--- config.mk ---
export PLATFORM = sky130hd
export DESIGN_NAME = sys_pe_ws
export DESIGN_NICKNAME = d
export VERILOG_FILES = /design/src/rtl/sys_pe_pkg.sv /design/src/rtl/p2p_out_slot.sv /design/src/rtl/sys_pe_ws.sv
export SDC_FILE = /design/constraint.sdc
export NUM_CORES = 1
export LEC_CHECK = 0
export ABC_AREA = 1
export BUFFER_PORTS_ARGS = -buffer_cell sky130_fd_sc_hd__buf_4
export CAP_MARGIN = 5
export CORE_AREA = 2 2 185 205
export CTS_CLUSTER_SIZE = 8
export DETAILED_ROUTE_END_ITERATION = 12
export DIE_AREA = 0 0 187 207
export SYNTH_ARGS = -nofsm -noshare
export SYNTH_HDL_FRONTEND = slang
export SYNTH_HIERARCHICAL = 1
export SYNTH_SLANG_ARGS = --single-unit
--- constraint.sdc ---
create_clock -name clk -period 5.85 [get_ports clk]
set_input_delay 0.585 -clock clk [delete_from_list [all_inputs] [get_ports clk]]
set_output_delay 0.585 -clock clk [all_outputs]
set_load 0.1 [all_outputs]
--- src/rtl/sys_pe_pkg.sv ---
// Shared widths and arithmetic helpers for the weight-stationary systolic PE.
package sys_pe_pkg;

   localparam int ACT_W_DEF = 8;
   localparam int WGT_W_DEF = 8;
   localparam int ACC_W_DEF = 32;
   localparam int SUM_W     = 64;

   // Accumulator must hold the full product and fit inside the add width.
   function automatic bit widths_ok(input int act_w, input int wgt_w,
                                    input int acc_w);
      return (acc_w >= act_w + wgt_w) && (acc_w < SUM_W);
   endfunction

   function automatic logic signed [SUM_W-1:0] sat_add(
      input logic signed [SUM_W-1:0] a,
      input logic signed [SUM_W-1:0] b,
      input int                      acc_w,
      input bit                      sat
   );
      logic signed [SUM_W-1:0] s;
      logic signed [SUM_W-1:0] hi;
      logic signed [SUM_W-1:0] lo;
      s  = a + b;
      hi = (SUM_W'(1) << (acc_w - 1)) - SUM_W'(1);
      lo = -hi - SUM_W'(1);
      if (sat && (s > hi)) return hi;
      if (sat && (s < lo)) return lo;
      return s;
   endfunction

endpackage

--- src/rtl/p2p_out_slot.sv ---
// One-entry busy/vld output register; free when empty or draining.
module p2p_out_slot #(
   parameter int W = 8
) (
   input  logic         clk,
   input  logic         rst,
   input  logic         load,
   input  logic [W-1:0] load_data,
   input  logic         busy,
   output logic         vld,
   output logic [W-1:0] data,
   output logic         free
);

   assign free = !vld || !busy;

   always_ff @(posedge clk) begin
      if (rst) begin
         vld  <= 1'b0;
         data <= '0;
      end else if (load) begin
         vld  <= 1'b1;
         data <= load_data;
      end else if (free) begin
         vld  <= 1'b0;
      end
   end

endmodule

--- src/rtl/sys_pe_ws.sv ---
// Weight-stationary systolic PE: forwards weights, MACs act x weight
// into the upstream partial sum, forwards act and sum downstream.
module sys_pe_ws
   import sys_pe_pkg::*;
#(
   parameter int ACT_W   = ACT_W_DEF,
   parameter int WGT_W   = WGT_W_DEF,
   parameter int ACC_W   = ACC_W_DEF,
   parameter int FWD_CNT = 0,
   parameter int SAT     = 0
) (
   input  logic             clk,
   input  logic             rst,
   input  logic             weight_in_vld,
   input  logic [WGT_W-1:0] weight_in_data,
   output logic             weight_in_busy,
   input  logic             act_in_vld,
   input  logic [ACT_W-1:0] act_in_data,
   output logic             act_in_busy,
   input  logic             accum_in_vld,
   input  logic [ACC_W-1:0] accum_in_data,
   output logic             accum_in_busy,
   output logic             weight_out_vld,
   output logic [WGT_W-1:0] weight_out_data,
   input  logic             weight_out_busy,
   output logic             act_out_vld,
   output logic [ACT_W-1:0] act_out_data,
   input  logic             act_out_busy,
   output logic             accum_out_vld,
   output logic [ACC_W-1:0] accum_out_data,
   input  logic             accum_out_busy
);

   if (!widths_ok(ACT_W, WGT_W, ACC_W)) begin : g_width_check
      $error("sys_pe_ws: ACC_W must be >= ACT_W+WGT_W and < 64");
   end

   localparam logic [7:0] FWD_LAST = 8'(FWD_CNT);

   logic                            w_free;
   logic                            a_free;
   logic                            s_free;
   logic [7:0]                      wcnt;
   logic                            wgt_loaded;
   logic signed [WGT_W-1:0]         wgt_reg;
   logic                            at_last;
   logic                            w_xfer;
   logic                            w_fwd;
   logic                            w_latch;
   logic                            fire_ok;
   logic                            fire;
   logic signed [ACT_W-1:0]         act_s;
   logic signed [ACC_W-1:0]         acc_s;
   logic signed [ACT_W+WGT_W-1:0]   prod;
   logic [ACC_W-1:0]                accum_next;

   assign at_last        = (wcnt == FWD_LAST);
   assign weight_in_busy = rst || !(at_last || w_free);
   assign w_xfer         = weight_in_vld && !weight_in_busy;
   assign w_fwd          = w_xfer && !at_last;
   assign w_latch        = w_xfer && at_last;

   // Both inputs see the same gate so they always transfer together.
   assign fire_ok       = !rst && wgt_loaded && a_free && s_free;
   assign act_in_busy   = !(accum_in_vld && fire_ok);
   assign accum_in_busy = !(act_in_vld && fire_ok);
   assign fire          = act_in_vld && accum_in_vld && fire_ok;

   assign act_s      = act_in_data;
   assign acc_s      = accum_in_data;
   assign prod       = act_s * wgt_reg;
   assign accum_next = ACC_W'(sat_add(SUM_W'(acc_s), SUM_W'(prod),
                                      ACC_W, SAT != 0));

   // A latch in the same cycle as a fire only affects later fires.
   always_ff @(posedge clk) begin
      if (rst) begin
         wcnt       <= '0;
         wgt_loaded <= 1'b0;
         wgt_reg    <= '0;
      end else if (w_latch) begin
         wcnt       <= '0;
         wgt_loaded <= 1'b1;
         wgt_reg    <= weight_in_data;
      end else if (w_fwd) begin
         wcnt       <= wcnt + 8'd1;
      end
   end

   p2p_out_slot #(.W(WGT_W)) u_wgt_slot (
      .clk       (clk),
      .rst       (rst),
      .load      (w_fwd),
      .load_data (weight_in_data),
      .busy      (weight_out_busy),
      .vld       (weight_out_vld),
      .data      (weight_out_data),
      .free      (w_free)
   );

   p2p_out_slot #(.W(ACT_W)) u_act_slot (
      .clk       (clk),
      .rst       (rst),
      .load      (fire),
      .load_data (act_in_data),
      .busy      (act_out_busy),
      .vld       (act_out_vld),
      .data      (act_out_data),
      .free      (a_free)
   );

   p2p_out_slot #(.W(ACC_W)) u_acc_slot (
      .clk       (clk),
      .rst       (rst),
      .load      (fire),
      .load_data (accum_next),
      .busy      (accum_out_busy),
      .vld       (accum_out_vld),
      .data      (accum_out_data),
      .free      (s_free)
   );

endmodule

Yosys cells after proc, flatten, opt, wreduce, memory -nomap -nowiden:

Cells that the tools add are included.

* add/sub/neg operators: 2
* multipliers: 1
* multiplexer cells: 6
* reduce and logical (&&, ||, !) cells: 32

Operator list (count)
* adder 32 x 16 -> 32 bit: 1
* multiplier 8 x 8 -> 16 bit: 1
* logical NOT 1 bit: 12
* logical AND 1 bit: 10
* adder 8 x 1 -> 8 bit (second input constant): 1
* logical NOT 8 bit: 1
* two-way mux 1 bit: 6
* nonzero test 2 bit: 3
* logical OR 1 bit: 5
* OR reduction 2 bit: 1

* flip-flop bits (word level): 68
* bits of input ports: 56
* output and inout port bits: 54
* logic and storage cells: 50

Logic depth before layout (Yosys ltp):

Gate-level depths: netlist (run 1).

* word-level depth: 9
* depth in mapped cells: 26
* mapped depth without buffers: 25

By module:

The synthesis (run 1) kept the hierarchy.

By module, submodules not included
* sys_pe_ws: instances 1, cells each 916, area an instance 6931.6 um^2, seq. area each 340.3 um^2
* p2p_out_slot (u_acc_slot): instances 1, cells each 207, area an instance 1357.6 um^2, seq. area each 660.6 um^2
* p2p_out_slot (u_act_slot ...): instances 2, cells each 55, area an instance 377.9 um^2, seq. area each 180.2 um^2

Worst setup path before layout (run 1):

No wires, ideal clock.

* kind: input-to-reg
* start: in act_in_data[7]
* end: reg u_acc_slot.data[17]
* setup time: 0.118 ns
* arrival time: 5.374 ns
* slack: 0.358 ns
* stages on the path: 20
* buffers on the path: 1
* path through: clkbuf_1 nand2_1 inv_1 fa_1 fa_1 fa_1 fa_1 ha_1 ha_1 nand2_1 inv_1 a21oi_1 nand3_1 nand2_1 nand2_1 xor2_1 inv_1 nand2_1 nand2_1 nor2_1

* longest elaborated chain between the ends: 2

RTL lines
* start: declaration: line sys_pe_ws.sv:18 `input logic [ACT_W-1:0] act_in_data,`
* multiplier 8 x 8 -> 16 bit: line sys_pe_ws.sv:71 `assign prod = act_s * wgt_reg;`
* adder 32 x 16 -> 32 bit: line sys_pe_pkg.sv:24 `s = a + b;`
* net accum_next[17]: line sys_pe_ws.sv:55 `logic [ACC_W-1:0] accum_next;`
* end signal: assignment: line p2p_out_slot.sv:23 `data <= load_data;`
* end: declaration: line p2p_out_slot.sv:11 `output logic [W-1:0] data,`

The timed path passes the listed nets, and every way through them passes these cells.
A chain may end at the register's enable or synchronous reset.

Final worst setup path (run 1):

* start: reg wgt_reg[4]
* end: reg u_acc_slot.data[27]

* longest elaborated chain between the ends: 2

RTL lines
* start: declaration: line sys_pe_ws.sv:45 `logic signed [WGT_W-1:0] wgt_reg;`
* start signal: assignment: line sys_pe_ws.sv:84 `wgt_reg <= weight_in_data;`
* multiplier 8 x 8 -> 16 bit: line sys_pe_ws.sv:71
* adder 32 x 16 -> 32 bit: line sys_pe_pkg.sv:24
* net accum_next[27]: line sys_pe_ws.sv:55

The timed path passes the listed nets, and every way through them passes these cells.

==> results of run 1 <==
cell usage after synthesis, drive strengths merged:
cell type / count / area [um2]
nand3b: 1 / 7.51
fa: 136 / 2720
xor2: 21 / 184
nor2: 158 / 611
clkbuf: 15 / 56.3
xnor2: 4 / 35.0
o21bai: 6 / 45.0
o21ai: 8 / 40.0
ha: 72 / 901
or2: 1 / 6.26
and2: 1 / 6.26
dfxtp: 68 / 1360
nand4: 11 / 98.8
inv: 271 / 1020
buf: 16 / 141
a21oi: 37 / 193
a21o: 1 / 7.51
nand3: 34 / 170
nand2: 359 / 1370
o21a: 1 / 7.51
nor3: 11 / 60.1
clkinv: 1 / 3.75
per-layer routing:
metal | global-route usage [%] | vias to the layer above | share of wire, %
met1 | 15.1 | 3472 | 44
met2 | 22.6 | 158 | 50
met3 | 2.27 | 16 | 4.6
met4 | 2.68 | 0 | 1.5
met5 | 0 | - | 0
li1 | - | 3806 | -
path summary, 6_finish.rpt:
check | startpoint | slack [ns] | to
setup / recovery | wgt_reg[4]$_SDFFE_PP0P_ | 0.44 | u_acc_slot/data[27]$_SDFFE_PP0P_
hold / removal | rst | 0.46 | u_wgt_slot/vld$_SDFFE_PP0P_
setup reg to reg | wgt_reg[4]$_SDFFE_PP0P_ | 0.44 | u_acc_slot/data[27]$_SDFFE_PP0P_
hold reg to reg | wcnt[5]$_SDFFE_PP0P_ | 0.47 | wcnt[5]$_SDFFE_PP0P_
area by class of cell:
cell class	count	share of cell area [%]
flip-flops and latches	68	12.7
clock buffers	9	2.10
multi-input cells	862	60.3
inverters	272	9.51
clock inverters	7	0.921
well taps	494	5.76
repair buffers	121	8.70
worst max-delay path, cell delays in order, from the launching register on:
cell and delay (ns):
dfxtp_1 0.56, nand2_1 0.12, fa_1 0.67, fa_1 0.49, inv_1 0.48, fa_1 0.54
fa_1 0.44, ha_1 0.29, ha_1 0.42, nand2_1 0.17, inv_1 0.10, nand2_1 0.12
nor3_1 0.28, nand3_1 0.18, nand3_1 0.11, nand2_1 0.05, nand2_1 0.06, inv_1 0.04
nand2_1 0.05, nand2_1 0.06, nor2_1 0.11
cell families after synthesis:
family / Yosys count
flops: 68
fa+ha+maj: 208
buf+inv: 303
compound gates: 53
xor+xnor: 25
simple gates: 576
through the flow:
step	hold slack [ns]	util, %	cells	power, mW
2_1_floorplan	0.425	-	1233	2.32
3_3_place_gp	0.453	28.3	1817	2.97
3_5_place_dp	0.456	28.3	1817	2.97
4_1_cts	0.454	29.2	1833	3.62
5_1_grt	0.466	29.2	1833	4.00
6_report	0.460	29.2	1833	3.56
cell usage in the layout (no fill, tap or decap), types with 7 or more instances in the layout:
cell type,n
inv_1,264
nand2_1,352
nand4_1,9
inv_2,7
xor2_1,21
ha_1,72
fa_1,136
dfxtp_1,68
o21ai_0,8
nor3_1,10
clkbuf_16,9
a21oi_1,35
nor2_1,152
buf_4,119
nand3_1,34
power breakdown:
group / internal [mW] / total [mW] / leakage (nW) / switching (mW)
logic: 0.877 / 2.46 / 5.25 / 1.59
clock network: 0.376 / 0.614 / 0.156 / 0.238
registers: 0.474 / 0.484 / 0.551 / 0.0101
==> summary.md, run 1 <==
| Metric | Value |
|---|---|
| Run status | finished clean |
| Reg2Reg Depth | 20 |
| Global placer's final weighted congestion | 0.867 |
| TritonCTS clock tree | built |
| Max_cap viols | 0 |
| Die Ht | 207 um |
| Compound-Gate Fraction of Synth Area | 3.24% |
| Vias per std cell | 4.07 |
| Post-place instance area | 0.0104 mm2 |
| DP HPWL | 18900 um |
| Final setup vio count | 0 |
| Area delta synth->final | 18.6% |
| Buffers on Ports | 109 |
| Row cnt | 74 |
| Hold Fails Final Rpt | 0 |
| DRT Pass-1 Iters | 5 |
| IO Pins | 110 |
| Simple-gate portion of the synthesized area | 25.8% |
| Postcts setup bufs | 0 |
| CTS Buffer Depth | 2 |
| Main combinational cell family by area after synthesis | adder cells |
| Tightest Pin Transition | 1.02 ns |
| Sum Neg Setup Slack | 0 ns |
| CTS Hold Bufs | 0 |
| WP data arrival | 5.70 ns |
| Final Net Count | 1598 |
| CTS clock-pin slew for the worst setup and hold paths | 0.07 ns |
| Max reg flops | 32 |
| First-pass GRT wire length | 39200 um |
| Slew Limit Fails | 0 |
| Total CTS buffers | 9 |
| Die width | 187 um |
| Syn. warnings | 6 |
| Critical Path End Type | flop |
| Fmax | 185 MHz |
| Crit path max fanout | 13 |
| Pin count of the biggest net entering global routing | 65 |
| Cell area after synthesis | 0.00904 mm2 |
| LEAKAGE | 5.96 nW |
| Hold Crit Depth | 2 |
| Worst Slack Setup Final | 0.437 ns |
| DR DRC count | 0 |
| GRT Resource Usage Total | 12.4% |
| Area taken by multi-input logic gates | 0.00647 mm2 |
| Synthesized area per cell | 7.34 um2 |
| Fillers | 4013 |
| Final instance area | 0.0107 mm2 |
| CTS root buffer | clkbuf_16 |
| XOR/XNOR Fraction of Synth Area | 2.42% |
| Number of antenna violations at the first check in global routing | 0 |
| Tcrit/Tclk final | 92.5% |
| Synth cell types | 32 |
| Seq cells post-synth | 68 |
| PD cells | 332 mW/mm2 |
| Post-Syn Instances | 1233 |
| Post-synthesis mux area share | 0% |
| Clk_lat worst skew | 0.35 ns |
| CP Class | reg2reg |
| Via count | 7452 |
| Core Area | 0.0368 mm2 |
| Post-route ant nets | 0 |
| Adder-Cell Fraction of Synth Area | 40.1% |
| Dpl ws | 0.171 ns |
| Mapped Nets | 1497 |
| RSZ-0062 raised after global routing | false |
| Worst VDD drop | 0.168 mV |
| CTS Sinks | 68 |
| Sequential area share after synthesis | 15.1% |
| Inserted Diodes | 0 |
| PostCTS Resize Cnt | 0 |
| Initial DRC count | 450 |
| WL/cell | 12.1 um |
| Worst Path Required | 6.13 ns |
| Worst Setup Start Kind | flop |
| Die area | 0.0387 mm2 |
| Starting Density | 24.6% |
| Period minus WS final | 5.41 ns |
| Worst slew margin | 31.8% |
| CTS H-Tree Depth | 3 |
| Total wire length | 22200 um |
| Worst Skew | 0.00834 ns |
| Flip-flop and latch area | 0.00136 mm2 |
| Total grt overflow | 0 |
| Worst Hold Class | in2reg |
| Share of cells above drive strength 1 | 12.2% |
| Largest Register | u_acc_slot/data |
| Number of global-route vias before repair | 8031 |
No activity file was read; power rests on OpenSTA's default activity.
==> run 2: changes to the inputs <==
--- a/config.mk
+++ b/config.mk
@@ -12,6 +12,7 @@
 export CTS_CLUSTER_SIZE = 8
 export DETAILED_ROUTE_END_ITERATION = 12
 export DIE_AREA = 0 0 187 207
+export PLACE_DENSITY = 0.5
 export SYNTH_ARGS = -nofsm -noshare
 export SYNTH_HDL_FRONTEND = slang
 export SYNTH_HIERARCHICAL = 1
==> summary.md, run 2 (synthesized netlist as in run 1, its figures left out) <==
| Metric | Value |
|---|---|
| DP HPWL | 19500 um (+3.2%) |
| Critical path's most frequent cell | nand2_1 |
| Crit path max-delay cell type | fa_1 |
| Largest stage delay, worst path | 0.56 ns (-0.11 ns) |
| Inserted Diodes | 0 (unchanged) |
| Worst Hold Launch | wcnt[6]$_SDFFE_PP0P_ |
| Worst Skew | 0.00469 ns (-0.00366 ns) |
| Fillers | 4037 (+0.60%) |
| Reg2Reg Depth | 20 (unchanged) |
| Worst r2r dst | u_acc_slot/data[18]$_SDFFE_PP0P_ |
| Slew Limit Fails | 0 (unchanged) |
| CTS Sinks | 68 (unchanged) |
| Pin count of the biggest net entering global routing | 48 (-26%) |
| Fmax | 191 MHz (+3.2%) |
| Final setup vio count | 0 (unchanged) |
| Worst Hold Class | reg2reg |
| PD cells | 327 mW/mm2 (-1.6%) |
| WL/cell | 12.2 um (+0.40%) |
| IO Pins | 110 (unchanged) |
| Area delta synth->final | 19.0% |
| Internal power | 1.69 mW (-2.1%) |
| Initial DRC count | 270 (-40%) |
| Met1 track demand over resource | 15.0% (-0.15 points) |
| Grt peak-use layer | met2 |
| Util after Layout | 29.3% (+0.078 points) |
| Worst Path Required | 6.13 ns (about the same) |
| Largest Register | u_acc_slot/data |
| Placed cells | 1824 (+0.39%) |
| Max_cap viols | 0 (unchanged) |
| Share of cells above drive strength 1 | 12.8% (+0.59 points) |
| Via count | 7457 (+0.067%) |
| DR DRC count | 0 (unchanged) |
| CTS Hold Bufs | 0 (unchanged) |
| Sw frac | 51.9% (+0.37 points) |
| Most common cell after layout, fill and taps aside | nand2_1 |
| First-pass GRT wire length | 39000 um (-0.60%) |
| Comb pwr share | 70.9% (+1.7 points) |
| Die width | 187 um (unchanged) |
| Tightest Pin Transition | 1.05 ns (+0.0307 ns) |
| Crit-path cells | buf_4 > nand2_1 > inv_1 > buf_4 > buf_4 > fa_1 > fa_1 > fa_1 > fa_1 > ha_1 > ha_1 > nand2_1 > nor2_1 > inv_1 > nor3_1 > nand3_1 > nand3_1 > nand2_1 > nand2_1 > inv_1 > nand2_1 > nand2_1 > nor2_1 |
| Total grt overflow | 0 (unchanged) |
| Grt met2 use | 22.3% (-0.24 points) |
| Commonest non-fill, non-tap cells in the layout | nand2_1, inv_1, nor2_1, fa_1, buf_4 |
| GRT Resource Usage Total | 12.4% (+0.041 points) |
| Vias per std cell | 4.05 (-0.42%) |
| Clk pwr share | 15.4% (-1.8 points) |
| Sum Neg Setup Slack | 0 ns (unchanged) |
| Critical Path End Type | flop |
| CTS H-Tree Depth | 3 (unchanged) |
| Core Area | 0.0368 mm2 (unchanged) |
| Worst Setup Start Kind | input port |
| Hold WS | 0.465 ns (+0.00555 ns) |
| Clk_lat worst skew | 0.34 ns (about the same) |
| Flop2flop setup slack | 0.65 ns (+0.21 ns) |
| Seq pwr share | 13.8% (+0.2 points) |
| Non-Filler Instances | 1842 (+0.49%) |
| WP data arrival | 5.52 ns (-0.18 ns) |
| Row cnt | 74 (unchanged) |
| Switching pwr | 1.82 mW (-0.61%) |
| DRT Pass-1 Iters | 4 (-1) |
| CTS clock-pin slew for the worst setup and hold paths | 0.06 ns (about the same) |
| Starting Density | 24.6% (unchanged) |
| Hold Crit Depth | 2 (unchanged) |
| Met3 Use GR | 2.24% (-0.034 points) |
| Worst VDD drop | 0.179 mV (+6.7%) |
| Run status | finished clean |
| Number of antenna violations at the first check in global routing | 0 (unchanged) |
| Die area | 0.0387 mm2 (unchanged) |
| Final Net Count | 1607 (+0.56%) |
| RSZ-0062 raised after global routing | false |
| Total CTS buffers | 9 (unchanged) |
| Buffers on Ports | 109 (unchanged) |
| Worst slew margin | 29.6% (-2.1 points) |
| Die Ht | 207 um (unchanged) |
| TritonCTS clock tree | built |
| Hold Fails Final Rpt | 0 (unchanged) |
| Max reg flops | 32 (unchanged) |
| LEAKAGE | 5.98 nW (+0.35%) |
| CTS Buffer Depth | 2 (unchanged) |
| Global placer's final weighted congestion | 0.871 (+0.43%) |
| Period minus WS final | 5.25 ns (-0.168 ns) |
| Post-route ant nets | 0 (unchanged) |
| Number of global-route vias before repair | 7957 (-0.92%) |
| Crit path max fanout | 10 (-3) |
| Worst Hold End | wcnt[6]$_SDFFE_PP0P_ |
| Reg2reg start | wgt_reg[7]$_SDFFE_PP0P_ |
| Tcrit/Tclk final | 89.7% (-2.9 points) |
| CP Class | in2reg |
| Total wire length | 22400 um (+0.89%) |
| CTS root buffer | clkbuf_16 |
[run 2: how the worst max path moves through the flow]
stage,from,endpoint,cells after the start
floorplan,act_in_data[7],u_acc_slot/data[17]$_SDFFE_PP0P_,20
global placement,act_in_data[7],u_acc_slot/data[24]$_SDFFE_PP0P_,22
detailed placement,act_in_data[7],u_acc_slot/data[22]$_SDFFE_PP0P_,21
CTS,wgt_reg[7]$_SDFFE_PP0P_,u_acc_slot/data[22]$_SDFFE_PP0P_,23
global route,wgt_reg[7]$_SDFFE_PP0P_,u_acc_slot/data[24]$_SDFFE_PP0P_,24
finish,act_in_data[7],u_acc_slot/data[24]$_SDFFE_PP0P_,23
[run 2: routing by layer]
layer	share of wire (%)	up-vias
li1	-	3829
met1	44	3489
met2	51	121
met3	3.1	18
met4	1.9	0
met5	0	-
[run 2: stage by stage]
stage	setup WS (ns)	power, mW	area (um2)
final	0.605	3.52	10800
after global routing	0.158	3.98	10800
after CTS	0.397	3.59	10700
after detailed placement	0.147	3.02	10400
after global placement	0.0669	3.01	10400
after floorplan	0.358	2.32	9040
[run 2: cell type report]
class / instances / area, um2 / area share (%)
Inverter: 272 / 1020 / 9.52
Clock buffer: 10 / 229 / 2.13
Clock inverter: 6 / 65.1 / 0.605
Tap cell: 494 / 618 / 5.74
Timing Repair Buffer: 130 / 988 / 9.19
Multi-Input combinational cell: 862 / 6470 / 60.2
Sequential cell: 68 / 1360 / 12.7
[run 2: repair_timing]
action	in CTS	in global routing
setup endpoints to repair	0	2
hold endpoints to repair	0	0
buffers inserted	0	2
gates resized for setup	0	1
[run 2: critical path: cells and delay by family]
| family | cells | cell delay (ns) |
|---|---|---|
| buffers and inverters | 6 | 0.96 |
| adder cells (fa/ha/maj) | 6 | 2.64 |
| AND/OR/NAND/NOR | 11 | 1.31 |
[run 2: power groups by stage]
| stage | registers [mW] | logic (mW) | clock network [mW] |
|---|---|---|---|
| after floorplan | 0.536 | 1.79 | 0 |
| after global placement | 0.494 | 2.52 | 0 |
| after detailed placement | 0.494 | 2.53 | 0 |
| after CTS | 0.484 | 2.55 | 0.560 |
| after global routing | 0.485 | 2.92 | 0.580 |
| final | 0.483 | 2.49 | 0.541 |
==> run 3: changes to the inputs <==
--- a/config.mk
+++ b/config.mk
@@ -8,11 +8,13 @@
 export ABC_AREA = 1
 export BUFFER_PORTS_ARGS = -buffer_cell sky130_fd_sc_hd__buf_4
 export CAP_MARGIN = 5
+export CELL_PAD_IN_SITES_DETAIL_PLACEMENT = 2
+export CELL_PAD_IN_SITES_GLOBAL_PLACEMENT = 2
 export CORE_AREA = 2 2 185 205
 export CTS_CLUSTER_SIZE = 8
 export DETAILED_ROUTE_END_ITERATION = 12
 export DIE_AREA = 0 0 187 207
-export PLACE_DENSITY = 0.5
+export PLACE_DENSITY = 0.72
 export SYNTH_ARGS = -nofsm -noshare
 export SYNTH_HDL_FRONTEND = slang
 export SYNTH_HIERARCHICAL = 1
==> constraint.sdc (replaced) <==
create_clock -name clk -period 5.85 [get_ports clk]
set_input_delay 0.2925 -clock clk [delete_from_list [all_inputs] [get_ports clk]]
set_output_delay 0.2925 -clock clk [all_outputs]
set_load 0.1 [all_outputs]
==> summary.md, run 3 (synthesized netlist as in run 1, its figures left out) <==
| Metric | Value |
|---|---|
| Crit-path cells | nand2_1 > fa_1 > fa_1 > inv_1 > buf_4 > fa_1 > fa_1 > ha_1 > ha_1 > nand2_1 > inv_1 > nand2_1 > nor3_1 > nand3_1 > nand3_1 > nand2_1 > nand2_1 > inv_1 > nand2_1 > nand2_1 > nor2_1 |
| Reg2reg start | wgt_reg[4]$_SDFFE_PP0P_ |
| Share of cells above drive strength 1 | 12.3% (-0.44 points) |
| Crit path max-delay cell type | fa_1 |
| WP data arrival | 5.73 ns (+0.21 ns) |
| Starting Density | 24.6% (unchanged) |
| Family with the most delay on the worst path | adder cells |
| Fmax | 184 MHz (-3.5%) |
| Util after Layout | 29.2% (-0.072 points) |
| Vias per std cell | 4.25 (+5.0%) |
| Post-route ant nets | 0 (unchanged) |
| LEAKAGE | 5.96 nW (-0.35%) |
| DR DRC count | 0 (unchanged) |
| Met1 Wirelength | 11200 um (+13%) |
| Tcrit/Tclk final | 92.9% (+3.3 points) |
| TritonCTS clock tree | built |
| GRT Resource Usage Total | 15.4% (+2.9 points) |
| Die area | 0.0387 mm2 (unchanged) |
| Period minus WS final | 5.44 ns (+0.190 ns) |
| Via count | 7793 (+4.5%) |
| Final setup vio count | 0 (unchanged) |
| Non-Filler Instances | 1833 (-0.49%) |
| Clk_lat worst skew | 0.36 ns (+0.02 ns) |
| Largest Register | u_acc_slot/data |
| Slew Limit Fails | 0 (unchanged) |
| WL met2 | 15500 um (+36%) |
| Number of antenna violations at the first check in global routing | 0 (unchanged) |
| Largest stage delay, worst path | 0.61 ns (+0.05 ns) |
| PostCTS Resize Cnt | 0 (unchanged) |
| Core Area | 0.0368 mm2 (unchanged) |
| Flop2flop setup slack | 0.41 ns (-0.24 ns) |
| Global placer's final weighted congestion | 0.820 (-5.9%) |
| Most common cell after layout, fill and taps aside | nand2_1 |
| Fillers | 4415 (+9.4%) |
| PD cells | 346 mW/mm2 (+5.9%) |
| Inserted Diodes | 0 (unchanged) |
| Max reg flops | 32 (unchanged) |
| Area delta synth->final | 18.7% |
| Total grt overflow | 0 (unchanged) |
| Run status | finished clean |
| Row cnt | 74 (unchanged) |
| Critical Path End Type | flop |
| Worst Path Required | 6.14 ns (about the same) |
| Worst Setup Start Kind | flop |
| Dpl ws | 0.190 ns (+0.0437 ns) |
| IO Pins | 110 (unchanged) |
| Hold Fails Final Rpt | 0 (unchanged) |
| Worst slew margin | 29.0% (-0.67 points) |
| Top Layer Used | met4 |
| CTS Buffer Depth | 2 (unchanged) |
| Initial DRC count | 174 (-36%) |
| Worst Hold Class | in2reg |
| Worst Slack Setup Final | 0.414 ns (-0.190 ns) |
| Pin count of the biggest net entering global routing | 83 (+73%) |
| Hold Crit Depth | 2 (unchanged) |
| Postcts setup bufs | 0 (unchanged) |
| Total CTS buffers | 9 (unchanged) |
| Die width | 187 um (unchanged) |
| Critical path's most frequent cell | nand2_1 |
| Worst Hold End | u_act_slot/vld$_SDFFE_PP0P_ |
| Commonest non-fill, non-tap cells in the layout | nand2_1, inv_1, nor2_1, fa_1, buf_4 |
| Die Ht | 207 um (unchanged) |
| Design Power | 3.71 mW (+5.6%) |
| Placed cells | 1817 (-0.38%) |
| WL/cell | 15.1 um (+24%) |
| Crit path max fanout | 13 (+3) |
| CTS clock-pin slew for the worst setup and hold paths | 0.07 ns (about the same) |
| CP Class | reg2reg |
| Max_cap viols | 0 (unchanged) |
| CTS Hold Bufs | 0 (unchanged) |
| Final Net Count | 1598 (-0.56%) |
| DP HPWL | 23900 um (+23%) |
| Worst Skew | 0.0126 ns (+0.00792 ns) |
| Hold WS | 0.169 ns (-0.296 ns) |
| Final instance area | 0.0107 mm2 (-0.24%) |
| Worst Hold Launch | rst |
| DRT Pass-1 Iters | 4 (unchanged) |
| Buf/Inv on CP | 4 (-2) |
| Post-place instance area | 0.0104 mm2 (-0.38%) |
| RSZ-0062 raised after global routing | false |
| First-pass GRT wire length | 47700 um (+22%) |
| Total wire length | 27700 um (+23%) |
| Sum Neg Setup Slack | 0 ns (unchanged) |
| Worst VDD drop | 0.169 mV (-5.7%) |
| Worst r2r dst | u_acc_slot/data[27]$_SDFFE_PP0P_ |
| CTS H-Tree Depth | 3 (unchanged) |
| Reg2Reg Depth | 21 (+5.0%) |
| Number of global-route vias before repair | 9320 (+17%) |
| CTS Sinks | 68 (unchanged) |
| Buffers on Ports | 109 (unchanged) |
| Met3 Wirelength | 631 um (-10%) |
| Tightest Pin Transition | 1.06 ns (+0.0113 ns) |
| CTS root buffer | clkbuf_16 |
run 3: changes by cell type in the layout (fill, tap and decap cells not counted):
cell        previous run  this run
bufinv_16              1         2
clkbuf_1               1         0
inv_6                  0         1
dfxtp_2                0         2
clkinvlp_4             2         1
dfxtp_1               68        66
inv_1                263       264
clkinv_2               2         1
buf_4                129       119
buf_12                 1         2
run 3: layer usage:
layer | track usage (%) | up-vias
met4 | 3.31 | 0
met5 | 0 | -
met2 | 30.9 | 88
met3 | 1.95 | 18
met1 | 17.0 | 3875
li1 | - | 3812
run 3: power by group:
group          total, mW  switching (mW)  internal [mW]
Sequential         0.488          0.0140          0.474
Clock              0.611           0.236          0.375
Combinational       2.61            1.71          0.905
Total               3.71            1.96           1.75
run 3: final cells by class:
type                            instances  area, um2  share of cell area, %
Clock buffer                            9        225                   2.10
Clock inverter                          7       98.8                  0.921
Inverter                              272       1020                   9.51
Multi-Input combinational cell        862       6470                   60.3
Sequential cell                        68       1360                   12.7
Tap cell                              494        618                   5.76
Timing Repair Buffer                  121        933                   8.70
run 3: how the worst max path moves through the flow:
stage / from / cells past startpoint / slack (ns) / endpoint
CTS: wgt_reg[2]$_SDFFE_PP0P_ / 20 / 0.17 / u_acc_slot/data[21]$_SDFFE_PP0P_
detailed placement: wgt_reg[2]$_SDFFE_PP0P_ / 20 / 0.19 / u_acc_slot/data[21]$_SDFFE_PP0P_
global placement: wgt_reg[2]$_SDFFE_PP0P_ / 21 / 0.19 / u_acc_slot/data[24]$_SDFFE_PP0P_
finish: wgt_reg[4]$_SDFFE_PP0P_ / 21 / 0.41 / u_acc_slot/data[27]$_SDFFE_PP0P_
floorplan: wgt_reg[0]$_SDFFE_PP0P_ / 20 / 0.63 / u_acc_slot/data[17]$_SDFFE_PP0P_
global route: wgt_reg[4]$_SDFFE_PP0P_ / 20 / 0.005 / u_acc_slot/data[21]$_SDFFE_PP0P_
